## config.mk

```make
export PLATFORM = sky130hd
export DESIGN_NAME = mem_access_ctrl
export DESIGN_NICKNAME = d
export VERILOG_FILES = /design/src/rtl/mem_ctrl_pkg.sv /design/src/rtl/lsu_lane_align.sv /design/src/rtl/mem_access_ctrl.sv
export SDC_FILE = /design/constraint.sdc
export NUM_CORES = 1
export LEC_CHECK = 0
export BUFFER_PORTS_ARGS = -buffer_cell sky130_fd_sc_hd__buf_2
export CORE_MARGIN = 1.5
export CORE_UTILIZATION = 35
export CTS_BUF_LIST = sky130_fd_sc_hd__clkbuf_8
export DETAILED_ROUTE_END_ITERATION = 10
export PLACE_DENSITY = 0.6
export SKIP_CTS_REPAIR_TIMING = 1
export SYNTH_ARGS = -nofsm -noshare
export SYNTH_HDL_FRONTEND = slang
export SYNTH_SLANG_ARGS = --single-unit
```

## constraint.sdc

```tcl
create_clock -name clk -period 3.7 [get_ports clk]
set_input_delay 0 -clock clk [delete_from_list [all_inputs] [get_ports clk]]
set_output_delay 0 -clock clk [all_outputs]
set_load 0.05 [all_outputs]
```

## src/rtl/mem_ctrl_pkg.sv

```systemverilog
// Shared types for the data-memory access controller: opcodes, FSM states,
// memory geometry and request-decode helpers.
package mem_ctrl_pkg;

  localparam int unsigned WADDR_W = 15;
  localparam int unsigned WORD_W  = 32;

  typedef enum logic [2:0] {
    LW  = 3'd0,
    LH  = 3'd1,
    LHU = 3'd2,
    LB  = 3'd3,
    LBU = 3'd4,
    SW  = 3'd5,
    SH  = 3'd6,
    SB  = 3'd7
  } op_t;

  typedef enum logic [1:0] {
    ST_IDLE = 2'd0,
    ST_RD   = 2'd1,
    ST_WR   = 2'd2,
    ST_RESP = 2'd3
  } state_t;

  // Word ops need a word-aligned address, half ops a half-aligned one.
  function automatic logic is_misaligned(input op_t op, input logic [1:0] byte_off);
    case (op)
      LW, SW:      is_misaligned = (byte_off != 2'b00);
      LH, LHU, SH: is_misaligned = byte_off[0];
      default:     is_misaligned = 1'b0;
    endcase
  endfunction

  function automatic logic is_subword_store(input op_t op);
    is_subword_store = (op == SH) || (op == SB);
  endfunction

endpackage

```

## src/rtl/lsu_lane_align.sv

```systemverilog
// Combinational lane logic: extracts and extends load lanes, and merges
// sub-word store data into the word read back from memory.
module lsu_lane_align
  import mem_ctrl_pkg::*;
(
  input  op_t               i_op,
  input  logic [1:0]        i_byte_off,
  input  logic [WORD_W-1:0] i_mem_rdata,
  input  logic [15:0]       i_st_data,
  output logic [WORD_W-1:0] o_ld_data,
  output logic [WORD_W-1:0] o_st_word
);

  logic [4:0]  w_byte_sh;
  logic [4:0]  w_half_sh;
  logic [7:0]  w_byte;
  logic [15:0] w_half;

  // Little-endian lane offsets in bits.
  assign w_byte_sh = {i_byte_off, 3'b000};
  assign w_half_sh = {i_byte_off[1], 4'b0000};
  assign w_byte    = i_mem_rdata[w_byte_sh +: 8];
  assign w_half    = i_mem_rdata[w_half_sh +: 16];

  always_comb begin
    o_ld_data = '0;
    case (i_op)
      LW:      o_ld_data = i_mem_rdata;
      LH:      o_ld_data = {{16{w_half[15]}}, w_half};
      LHU:     o_ld_data = {16'h0000, w_half};
      LB:      o_ld_data = {{24{w_byte[7]}}, w_byte};
      LBU:     o_ld_data = {24'h000000, w_byte};
      default: o_ld_data = '0;
    endcase
  end

  always_comb begin
    o_st_word = i_mem_rdata;
    if (i_op == SB) begin
      o_st_word[w_byte_sh +: 8] = i_st_data[7:0];
    end else if (i_op == SH) begin
      o_st_word[w_half_sh +: 16] = i_st_data;
    end
  end

endmodule

```

## src/rtl/mem_access_ctrl.sv

```systemverilog
// Initiator side of the data-memory port: one load/store at a time, with
// read-modify-write for sub-word stores and a held response handshake.
module mem_access_ctrl
  import mem_ctrl_pkg::*;
#(
  parameter int unsigned BADDR_W = 17,
  parameter int unsigned DATA_W  = 32
) (
  input  logic               clk,
  input  logic               rst,
  input  logic               req_valid,
  output logic               req_ready,
  input  op_t                req_op,
  input  logic [BADDR_W-1:0] req_addr,
  input  logic [DATA_W-1:0]  req_wdata,
  output logic               rsp_valid,
  input  logic               rsp_ready,
  output logic [DATA_W-1:0]  rsp_rdata,
  output logic               rsp_err,
  output logic [WADDR_W-1:0] mem_addr,
  output logic               mem_we,
  output logic [DATA_W-1:0]  mem_wdata,
  input  logic [DATA_W-1:0]  mem_rdata
);

  state_t              r_state;
  state_t              w_next_state;
  op_t                 r_op;
  logic [1:0]          r_byte_off;
  logic [15:0]         r_st_data;
  logic                r_req_ready;
  logic                r_rsp_valid;
  logic [DATA_W-1:0]   r_rsp_rdata;
  logic                r_rsp_err;
  logic [WADDR_W-1:0]  r_mem_addr;
  logic                r_mem_we;
  logic [DATA_W-1:0]   r_mem_wdata;

  logic                w_accept;
  logic                w_misaligned;
  logic [WORD_W-1:0]   w_ld_data;
  logic [WORD_W-1:0]   w_st_word;

  assign w_accept     = req_valid & r_req_ready;
  assign w_misaligned = is_misaligned(req_op, req_addr[1:0]);

  lsu_lane_align u_lane (
    .i_op        (r_op),
    .i_byte_off  (r_byte_off),
    .i_mem_rdata (WORD_W'(mem_rdata)),
    .i_st_data   (r_st_data),
    .o_ld_data   (w_ld_data),
    .o_st_word   (w_st_word)
  );

  always_ff @(posedge clk or posedge rst) begin
    if (rst) begin
      r_state <= ST_IDLE;
    end else begin
      r_state <= w_next_state;
    end
  end

  always_comb begin
    w_next_state = r_state;
    case (r_state)
      ST_IDLE: begin
        if (w_accept) begin
          if (w_misaligned) begin
            w_next_state = ST_RESP;
          end else if (req_op == SW) begin
            w_next_state = ST_WR;
          end else begin
            w_next_state = ST_RD;
          end
        end
      end
      ST_RD:   w_next_state = is_subword_store(r_op) ? ST_WR : ST_RESP;
      ST_WR:   w_next_state = ST_RESP;
      ST_RESP: begin
        if (rsp_ready) begin
          w_next_state = ST_IDLE;
        end
      end
      default: w_next_state = ST_IDLE;
    endcase
  end

  // Handshake and write-enable flags are registered copies of the next state,
  // so mem_we comes straight off a flop and cannot glitch.
  always_ff @(posedge clk or posedge rst) begin
    if (rst) begin
      r_req_ready <= 1'b1;
      r_rsp_valid <= 1'b0;
      r_mem_we    <= 1'b0;
    end else begin
      r_req_ready <= (w_next_state == ST_IDLE);
      r_rsp_valid <= (w_next_state == ST_RESP);
      r_mem_we    <= (w_next_state == ST_WR);
    end
  end

  always_ff @(posedge clk or posedge rst) begin
    if (rst) begin
      r_op        <= LW;
      r_byte_off  <= 2'b00;
      r_st_data   <= '0;
      r_rsp_rdata <= '0;
      r_rsp_err   <= 1'b0;
      r_mem_addr  <= '0;
      r_mem_wdata <= '0;
    end else begin
      case (r_state)
        ST_IDLE: begin
          if (w_accept) begin
            r_op        <= req_op;
            r_byte_off  <= req_addr[1:0];
            r_st_data   <= req_wdata[15:0];
            r_rsp_rdata <= '0;
            r_rsp_err   <= w_misaligned;
            if (!w_misaligned) begin
              r_mem_addr <= WADDR_W'(req_addr[BADDR_W-1:2]);
              if (req_op == SW) begin
                r_mem_wdata <= req_wdata;
              end
            end
          end
        end
        ST_RD: begin
          if (is_subword_store(r_op)) begin
            r_mem_wdata <= DATA_W'(w_st_word);
          end else begin
            r_rsp_rdata <= DATA_W'(w_ld_data);
          end
        end
        default: ;
      endcase
    end
  end

  assign req_ready = r_req_ready;
  assign rsp_valid = r_rsp_valid;
  assign rsp_rdata = r_rsp_rdata;
  assign rsp_err   = r_rsp_err;
  assign mem_addr  = r_mem_addr;
  assign mem_we    = r_mem_we;
  assign mem_wdata = r_mem_wdata;

endmodule

```

==> impl_metrics.tcl, run 1 <==
set metrics [dict create \
    dieArea_um2 17690 \
    grt_max_degree 63 \
    ys_types 59 \
    skew_ps 11.18 \
    drtPass1Iterations 5 \
    slew_viol_final 0 \
    setup_viol 0 \
    finalCritPeriodShare 0.6829 \
    r2r_cells 8 \
    htreeDepth 3 \
    hpwl_um 14140 \
    critical_path_class "register to register" \
    hold_viol 1 \
    antenna_cells 0 \
    drtIter0Drc 566 \
    worst_slew_pin_slew_ps 1008 \
    syn_area_um2 5916 \
    finalSetupTns_ps 0 \
    clkSlewWorstSetupHoldPaths_ps 110 \
    num_vias 5980 \
    portBuffers 170 \
    design_area_um2 7759 \
    nets 941 \
    arrival_ps 2830 \
    cts-buffers-inserted 9 \
    synth_cells 635 \
    yosysSeqAreaShare 0.4486 \
    dp_cells 988 \
    path_max_fanout 16 \
    power_density_nw_per_um2 835.7 \
    routabilityCongestion 0.8543 \
    r2r_end "mem_wdata[25]" \
    dpl-instance-area_um2 6892 \
    grt_pass1_vias 5327 \
    rsz0062_at_grt "false" \
    clk_path_buf_depth 2 \
    ant_nets 0 \
    rrSetupSlack_ps 1170 \
    grt_pass1_wl_um 30680 \
    cp-endpoint "mem_wdata[25]" \
    final_common_cell "buf_2" \
    antenna_found_initial 0 \
    drv_cap 0 \
    power_uw 6484 \
    stdcell_count 1073 \
    path_cells "inv_1 > ha_1 > nor4bb_1 > buf_4 > a221oi_1 > a311oi_1 > a21oi_1 > o21ai_0" \
    synth_ff_type "dfrtp_1" \
    final_layout_size_suffix_gt1_frac 0.2802 \
    fin_hold_ws_ps -4.580 \
    synth_edf_count 0 \
    die_h_um 133.0 \
    die_w_um 133.0 \
    hold_class "input pin to register" \
    cpPeakStageDelay_ps 700 \
    clkSinkCount 106 \
    synth.net_count 728 \
    drc 0 \
    worstSetupStartpoint "r_byte_off[0]" \
    routed_wl_um 20500 \
    area_growth_pct 31.15 \
    final_util 0.4695 \
    mostFrequentLayoutCells "170 x buf_2, 104 x dfrtp_1, 102 x nand2_1, 82 x o21ai_0, 69 x dlygate4sd3_1" \
    clkLatencyLatePin_ps 390 \
    top_level_ports 171 \
    syn_area_per_cell_um2 9.316 \
    worstReg2RegStart "r_byte_off[0]" \
    gr-total-overflow 0 \
    yosys_warnings 0 \
    cts_tree "yes" \
    fmax_ghz 0.3958 \
    critPathSlowestCell "dfrtp_1" \
    start_util 0.3580 \
    crit_required_ps 4000 \
    violations "hold timing" \
    num_rows 47 \
    synth_seq_cells 106 \
    wire_per_inst_um 19.11 \
    cts_root_buf "clkbuf_8" \
    grt_usage 0.2238 \
    peakVddDrop_v 0.0004819 \
    endpoint_kind "register" \
    p_leak_uw 0.003655 \
    core_area_um2 16520 \
    status "finished, violations left" \
    slew-limit-headroom 0.3243 \
    finalCriticalPeriod_ps 2527 \
    setup.worst_path.start_class "register" \
    async_reset_ff_frac 1.000 \
    vias_per_cell 5.573 \
]
report_power, final:
group          internal (uW)  switching (uW)
Sequential              1620             400
Clock                    250             437
Combinational           1120            2660
cell type report:
class	count	area [um2]
clock buffers	9	123.9
clock inverters	7	52.55
fillers	1582	8766
inverters	12	47.55
multi-input cells	466	2958
flip-flops and latches	106	2655
well taps	220	275.3
repair buffers	253	1647
per-layer routing:
layer / track usage / up-vias / share of wire
met2: 0.3440 / 254 / 0.46
met1: 0.3114 / 2909 / 0.44
met5: 0 / - / 0
met4: 0.07143 / 0 / 0.022
li1: - / 2791 / -
met3: 0.05287 / 26 / 0.073
worst min-delay path by stage:
stage	from	end	slack, ps	depth (start not counted)
finish	mem_rdata[5]	mem_wdata[5]	-5	3
detailed placement	rst	mem_addr[1]	-5	2
global placement	rst	mem_addr[1]	-6	2
CTS	rst	mem_addr[5]	-440	2
floorplan	req_op[2]	r_op[2]	110	2
global route	mem_rdata[5]	rsp_rdata[5]	10	3
cell families (layout without fill, tap and decap cells):
family | after synthesis | in the layout | synth area share
adders and majority gates | 5 | 5 | 0.01058
buffers and inverters | 63 | 281 | 0.05182
muxes | 35 | 35 | 0.06599
DFF | 106 | 106 | 0.4486
and+or+nand+nor | 175 | 175 | 0.1381
AOI/OAI and AO/OA | 251 | 251 | 0.2849
state kept, by name, summed over array words and instances (netlist names):
register and cells:
mem_wdata 32, rsp_rdata 32, r_st_data 16, mem_addr 15, r_op 3, r_byte_off 2, r_state 2, mem_we 1
req_ready 1, rsp_err 1, rsp_valid 1
cells in the mapped netlist, types with 2 or more instances:
library cell  count  share of area
o21ai_1           7         0.0059
o22ai_1           8         0.0085
a221o_1          16          0.027
buf_2            19          0.016
and3_1            2         0.0021
nand2b_1         15          0.016
ha_1              5          0.011
o31ai_1           7         0.0089
nand2_1         102          0.065
a211oi_1          9          0.011
mux2_2           22          0.042
nor2_1           32          0.020
nor2b_1           2         0.0021
buf_1             2         0.0013
a22o_1            9          0.013
nand3b_1          3         0.0038
a221oi_1         31          0.046
o221ai_1          8          0.012
buf_4            10          0.013
a311oi_1          7          0.010
a2bb2oi_1         2         0.0030
o21ai_0          82          0.069
clkbuf_1         18          0.011
a211o_1           6         0.0089
nand3_1           3         0.0025
nor3_1            2         0.0017
and2_1            3         0.0032
a22oi_1           7         0.0089
a21oi_1          40          0.034
mux2i_1          12          0.020
a21oi_2           2         0.0030
inv_1            10         0.0063
dfrtp_1         105           0.44
a31oi_1           2         0.0021
stage by stage:
step                      hold slack, ps  setup slack, ps
after floorplan                    105.4            912.8
after global placement            -5.530             1238
after detailed placement          -5.214             1184
after CTS                         -438.1             1152
after global routing               14.03            936.0
final                             -4.580             1173
worst max-delay path: cells and delay by family, from the launching register on:
kind	cells	cell delay, ps
fa+ha+maj	1	400
flops	1	700
buf+inv	2	420
compound gates	4	640
simple gates	1	270
Note: power is estimated with default switching activity, not from simulation.
==> run 2, diff against run 1 <==
- PLACE_DENSITY: 0.6 -> 0.62
- clock period: 3.7 -> 2.2 ns (I/O delays scaled with it)
==> run 2 against run 1 <==
The run still ends with hold timing left. First-iteration DRC count decreased by 23%. Final area increased by 2.7%. Power increased by 74%. Highest routed layer unchanged.
==> impl_metrics.tcl, run 2 (synthesis gave the netlist of run 1 again) <==
set metrics [dict create \
    status "finished, violations left" \
    violations "hold timing" \
    skew_ps 17.31 \
    routabilityCongestion 0.8689 \
    clkSinkCount 106 \
    num_vias 5955 \
    final_common_cell "buf_2" \
    drc 0 \
    whs_path_depth 4 \
    path_cells "buf_12 > ha_1 > inv_1 > nor4b_4 > a221oi_1 > a211o_1 > a21oi_1" \
    clk_path_buf_depth 2 \
    finalCritPeriodShare 0.9374 \
    antenna_found_initial 0 \
    path_max_fanout 31 \
    grt_usage 0.2269 \
    drtIter0Drc 436 \
    die_w_um 133.0 \
    clkSlewWorstSetupHoldPaths_ps 110 \
    final_layout_size_suffix_gt1_frac 0.2928 \
    hold_viol 1 \
    endpoint_kind "register" \
    hold_class "input pin to register" \
    cts_tree "yes" \
    hp-start "rsp_ready" \
    rsz0062_at_grt "false" \
    antenna_cells 0 \
    power_uw 11310 \
    crit_required_ps 2530 \
    holdPathEnd "r_state[1]" \
    finalSetupTns_ps 0 \
    num_rows 47 \
    cpPeakStageDelay_ps 480 \
    power_density_nw_per_um2 1418 \
    slew-limit-headroom 0.5375 \
    mostFrequentLayoutCells "170 x buf_2, 104 x dfrtp_1, 102 x nand2_1, 82 x o21ai_0, 68 x dlygate4sd3_1" \
    finalCriticalPeriod_ps 2062 \
    start_util 0.3580 \
    r2r_cells 7 \
    r2r_end "mem_wdata[22]" \
    grt_pass1_vias 5449 \
    fillers 1596 \
    portBuffers 170 \
    hpwl_um 14410 \
    clkLatencyLatePin_ps 400 \
    critical_path_class "register to register" \
    setup.worst_path.start_class "register" \
    ant_nets 0 \
    fmax_ghz 0.4849 \
    dieArea_um2 17690 \
    worst_slew_pin_slew_ps 693.7 \
    grt_max_degree 63 \
    area_growth_pct 34.75 \
    rrSetupSlack_ps 140 \
    grt_pass1_wl_um 30930 \
    arrival_ps 2390 \
    gr-total-overflow 0 \
    dpl-instance-area_um2 7030 \
    wire_per_inst_um 18.99 \
    drv_cap 0 \
    worstReg2RegStart "r_byte_off[1]" \
    nets 952 \
    setup_viol 0 \
    drtPass1Iterations 5 \
    vias_per_cell 5.494 \
    design_area_um2 7971 \
    critPathSlowestCell "nor4b_4" \
    p_leak_uw 0.003757 \
    htreeDepth 3 \
    fin_hold_ws_ps -7.953 \
    slew_viol_final 0 \
    top_level_ports 171 \
    cts_root_buf "clkbuf_8" \
    cts-buffers-inserted 9 \
    core_area_um2 16520 \
    peakVddDrop_v 0.0009275 \
    die_h_um 133.0 \
    routed_wl_um 20580 \
]
run 2: cell types whose count changed in the layout (fill, tap and decap cells not counted), sizes merged:
cell	previous run	this run
clkinv	5	3
buf	184	195
dlygate4sd3	69	68
clkbuf	9	11
bufinv	0	1
run 2: where the power goes:
group	internal [uW]	switching (uW)	leakage (uW)	total (uW)
sequential	2730	611	0.00137	3340
clock	571	742	0.000108	1310
combinational	2050	4610	0.00228	6650
total	5350	5960	0.00376	11300
run 2: per-layer routing:
metal	track usage	part of all wire	up-vias
met1	0.3177	0.44	2858
met2	0.3571	0.47	253
met4	0.05922	0.018	0
met5	0	0	-
met3	0.04828	0.070	23
li1	-	-	2821
run 2: worst max-delay path by stage:
stage / endpoint / start / depth (start not counted) / slack (ps)
after floorplan: mem_wdata[24] / r_byte_off[1] / 11 / 50
after global placement: mem_wdata[18] / r_byte_off[1] / 7 / 140
after detailed placement: mem_wdata[18] / r_byte_off[1] / 7 / 100
after CTS: mem_wdata[22] / r_byte_off[1] / 7 / 60
after global routing: mem_wdata[26] / r_byte_off[1] / 8 / 2
final: mem_wdata[22] / r_byte_off[1] / 7 / 140
run 2: critical path, delay by kind of cell (launching register included):
family	cells	cell delay, ps
buf+inv	2	300
simple gates	1	480
fa+ha+maj	1	210
flops	1	440
compound gates	3	560
run 2: final cells by class:
class                   instances  area [um2]  share of cell area
inverters                      12       48.80            0.006121
flip-flops and latches        106        2655              0.3331
repair buffers                264        1819              0.2282
multi-input cells             466        2965              0.3720
clock inverters                 6       70.07            0.008790
well taps                     220       275.3             0.03453
clock buffers                  10       137.6             0.01727
run 2: through the flow:
stage                     cells  setup WS (ps)  utilization
final                      1084          137.8       0.4824
after global routing       1084          1.978       0.4824
after global placement      998          144.2       0.4255
after detailed placement    998          98.96       0.4255
after CTS                  1014          59.56       0.4380
after floorplan             635          48.34            -
==> run 3, diff against run 2 <==
- CTS_BUF_LIST: sky130_fd_sc_hd__clkbuf_8 -> not set
- REMOVE_ABC_BUFFERS: not set -> 1
==> run 3 against run 2 <==
Register-to-register slack about the same. Flip-flop and latch count is the same. The run still ends with hold timing left. Clock skew shrank 8.6 ps. Critical path depth up 2. Sequential power barely moved. Via count increased by 1.2%. Global-route usage fell by 0.48 points. Non-clock buffer count is 1 higher. Clock power increased by 28%. Worst setup slack got worse by 12 ps. Final area grew 0.96%.
==> impl_metrics.tcl, run 3 (synthesis gave the netlist of run 1 again) <==
set metrics [dict create \
    finalWorstSetupSlack_ps 126.2 \
    drtPass1Iterations 7 \
    core_area_um2 16520 \
    dp_cells 1009 \
    power_density_nw_per_um2 1468 \
    cts_root_buf "clkbuf_16" \
    dieArea_um2 17690 \
    dpl-instance-area_um2 7112 \
    status "finished, violations left" \
    slew-limit-headroom 0.4159 \
    antenna_cells 0 \
    clkSinkCount 106 \
    r2r_cells 9 \
    die_h_um 133.0 \
    hold_viol 7 \
    peakVddDrop_v 0.0007610 \
    path_common_cell "buf_4" \
    start_util 0.3580 \
    clkSlewWorstSetupHoldPaths_ps 70 \
    path_cells "inv_1 > ha_1 > nor4bb_1 > buf_4 > a221oi_1 > a311oi_1 > buf_4 > a21oi_1 > o21ai_1" \
    stdcell_count 1085 \
    cts_tree "yes" \
    finalCriticalPeriod_ps 2074 \
    num_vias 6026 \
    finalCritPeriodShare 0.9426 \
    final_layout_size_suffix_gt1_frac 0.3075 \
    post-place-ws_ps 83.14 \
    arrival_ps 2360 \
    endpoint_kind "register" \
    p_leak_uw 0.003808 \
    setup_viol 0 \
    num_rows 47 \
    die_w_um 133.0 \
    portBuffers 170 \
    mostFrequentLayoutCells "170 x buf_2, 104 x dfrtp_1, 102 x nand2_1, 82 x o21ai_0, 58 x dlygate4sd3_1" \
    area_growth_pct 36.04 \
    hold_class "input pin to register" \
    fin_hold_ws_ps -62.56 \
    finalSetupTns_ps 0 \
    htreeDepth 3 \
    clkLatencyLatePin_ps 360 \
    design_area_um2 8048 \
    drv_cap 0 \
    whs_path_depth 3 \
    nets 953 \
    cpPeakStageDelay_ps 430 \
    path_max_fanout 8 \
    crit_required_ps 2490 \
    gr-total-overflow 0 \
    grt_max_degree 63 \
    grt_usage 0.2221 \
    ant_nets 0 \
    skew_ps 8.692 \
    critPathSlowestCell "dfrtp_2" \
    power_uw 11820 \
    seq_area_um2 2655 \
    setup.worst_path.start_class "register" \
    grt_pass1_wl_um 30650 \
    grt_pass1_vias 5428 \
    final_common_cell "buf_2" \
    drc 0 \
    multiInputGateArea_um2 2982 \
    antenna_found_initial 0 \
    cts-buffers-inserted 9 \
    routabilityCongestion 0.8361 \
    rsz0062_at_grt "false" \
    clk_path_buf_depth 2 \
    routed_wl_um 20170 \
    vias_per_cell 5.554 \
    violations "hold timing" \
    wire_per_inst_um 18.59 \
    critical_path_class "register to register" \
    slew_viol_final 0 \
    top_level_ports 171 \
    fillers 1559 \
    worst_slew_pin_slew_ps 869.6 \
    drtIter0Drc 473 \
    hpwl_um 14050 \
    fmax_ghz 0.4822 \
]
## run 3: cell count changes in the layout (fill, tap and decap cells not counted), moves of 2 or more
cell,change
clkbuf_1,+2
clkbuf_8,-9
buf_4,+12
inv_6,-3
a311oi_1,-2
a311oi_2,+2
clkbuf_16,+9
dlygate4sd3_1,-10
## run 3: worst max-delay path: cells and delay by family, from the launching register on
family | cells | cell delay (ps)
flops | 1 | 430
buf+inv | 3 | 500
simple gates | 1 | 270
fa+ha+maj | 1 | 290
compound gates | 4 | 520
## run 3: power breakdown
part	switching, uW	internal [uW]	total, uW	leakage (uW)
registers	611	2740	3350	0.00137
logic	4640	2150	6790	0.00229
clock network	757	919	1680	0.000147
## run 3: metrics by stage
| step | util | hold slack (ps) |
|---|---|---|
| after floorplan | - | 105.4 |
| after global placement | 0.4304 | 93.44 |
| after detailed placement | 0.4304 | 93.97 |
| after CTS | 0.4485 | -290.3 |
| after global routing | 0.4870 | 0.1565 |
| final | 0.4870 | -62.56 |
## run 3: layout make-up
type                       instances  share of cell area
multi-input combinational        466              0.3705
sequential                       106              0.3299
timing repair buffer             265              0.2223
tap                              220             0.03420
clock buffer                      12             0.03063
clock inverter                     4            0.006530
inverter                          12            0.005908
## run 3: metal layers
metal	up-vias	routed length [um]	track usage
met5	-	0	0
met4	0	348	0.07265
met3	26	1429	0.04866
met2	264	9156	0.3351
met1	2921	9238	0.3164
li1	2815	-	-
## run 3: path summary, 6_finish.rpt
kind                          startpoint  slack [ps]            end
max in group asynchronous            rst        1180  r_byte_off[1]
min reg2reg                mem_wdata[24]         480  mem_wdata[24]
max reg2reg                r_byte_off[1]         130  mem_wdata[30]
min                        req_wdata[24]         -60  mem_wdata[24]
min in group asynchronous            rst         240         mem_we
max                        r_byte_off[1]         130  mem_wdata[30]
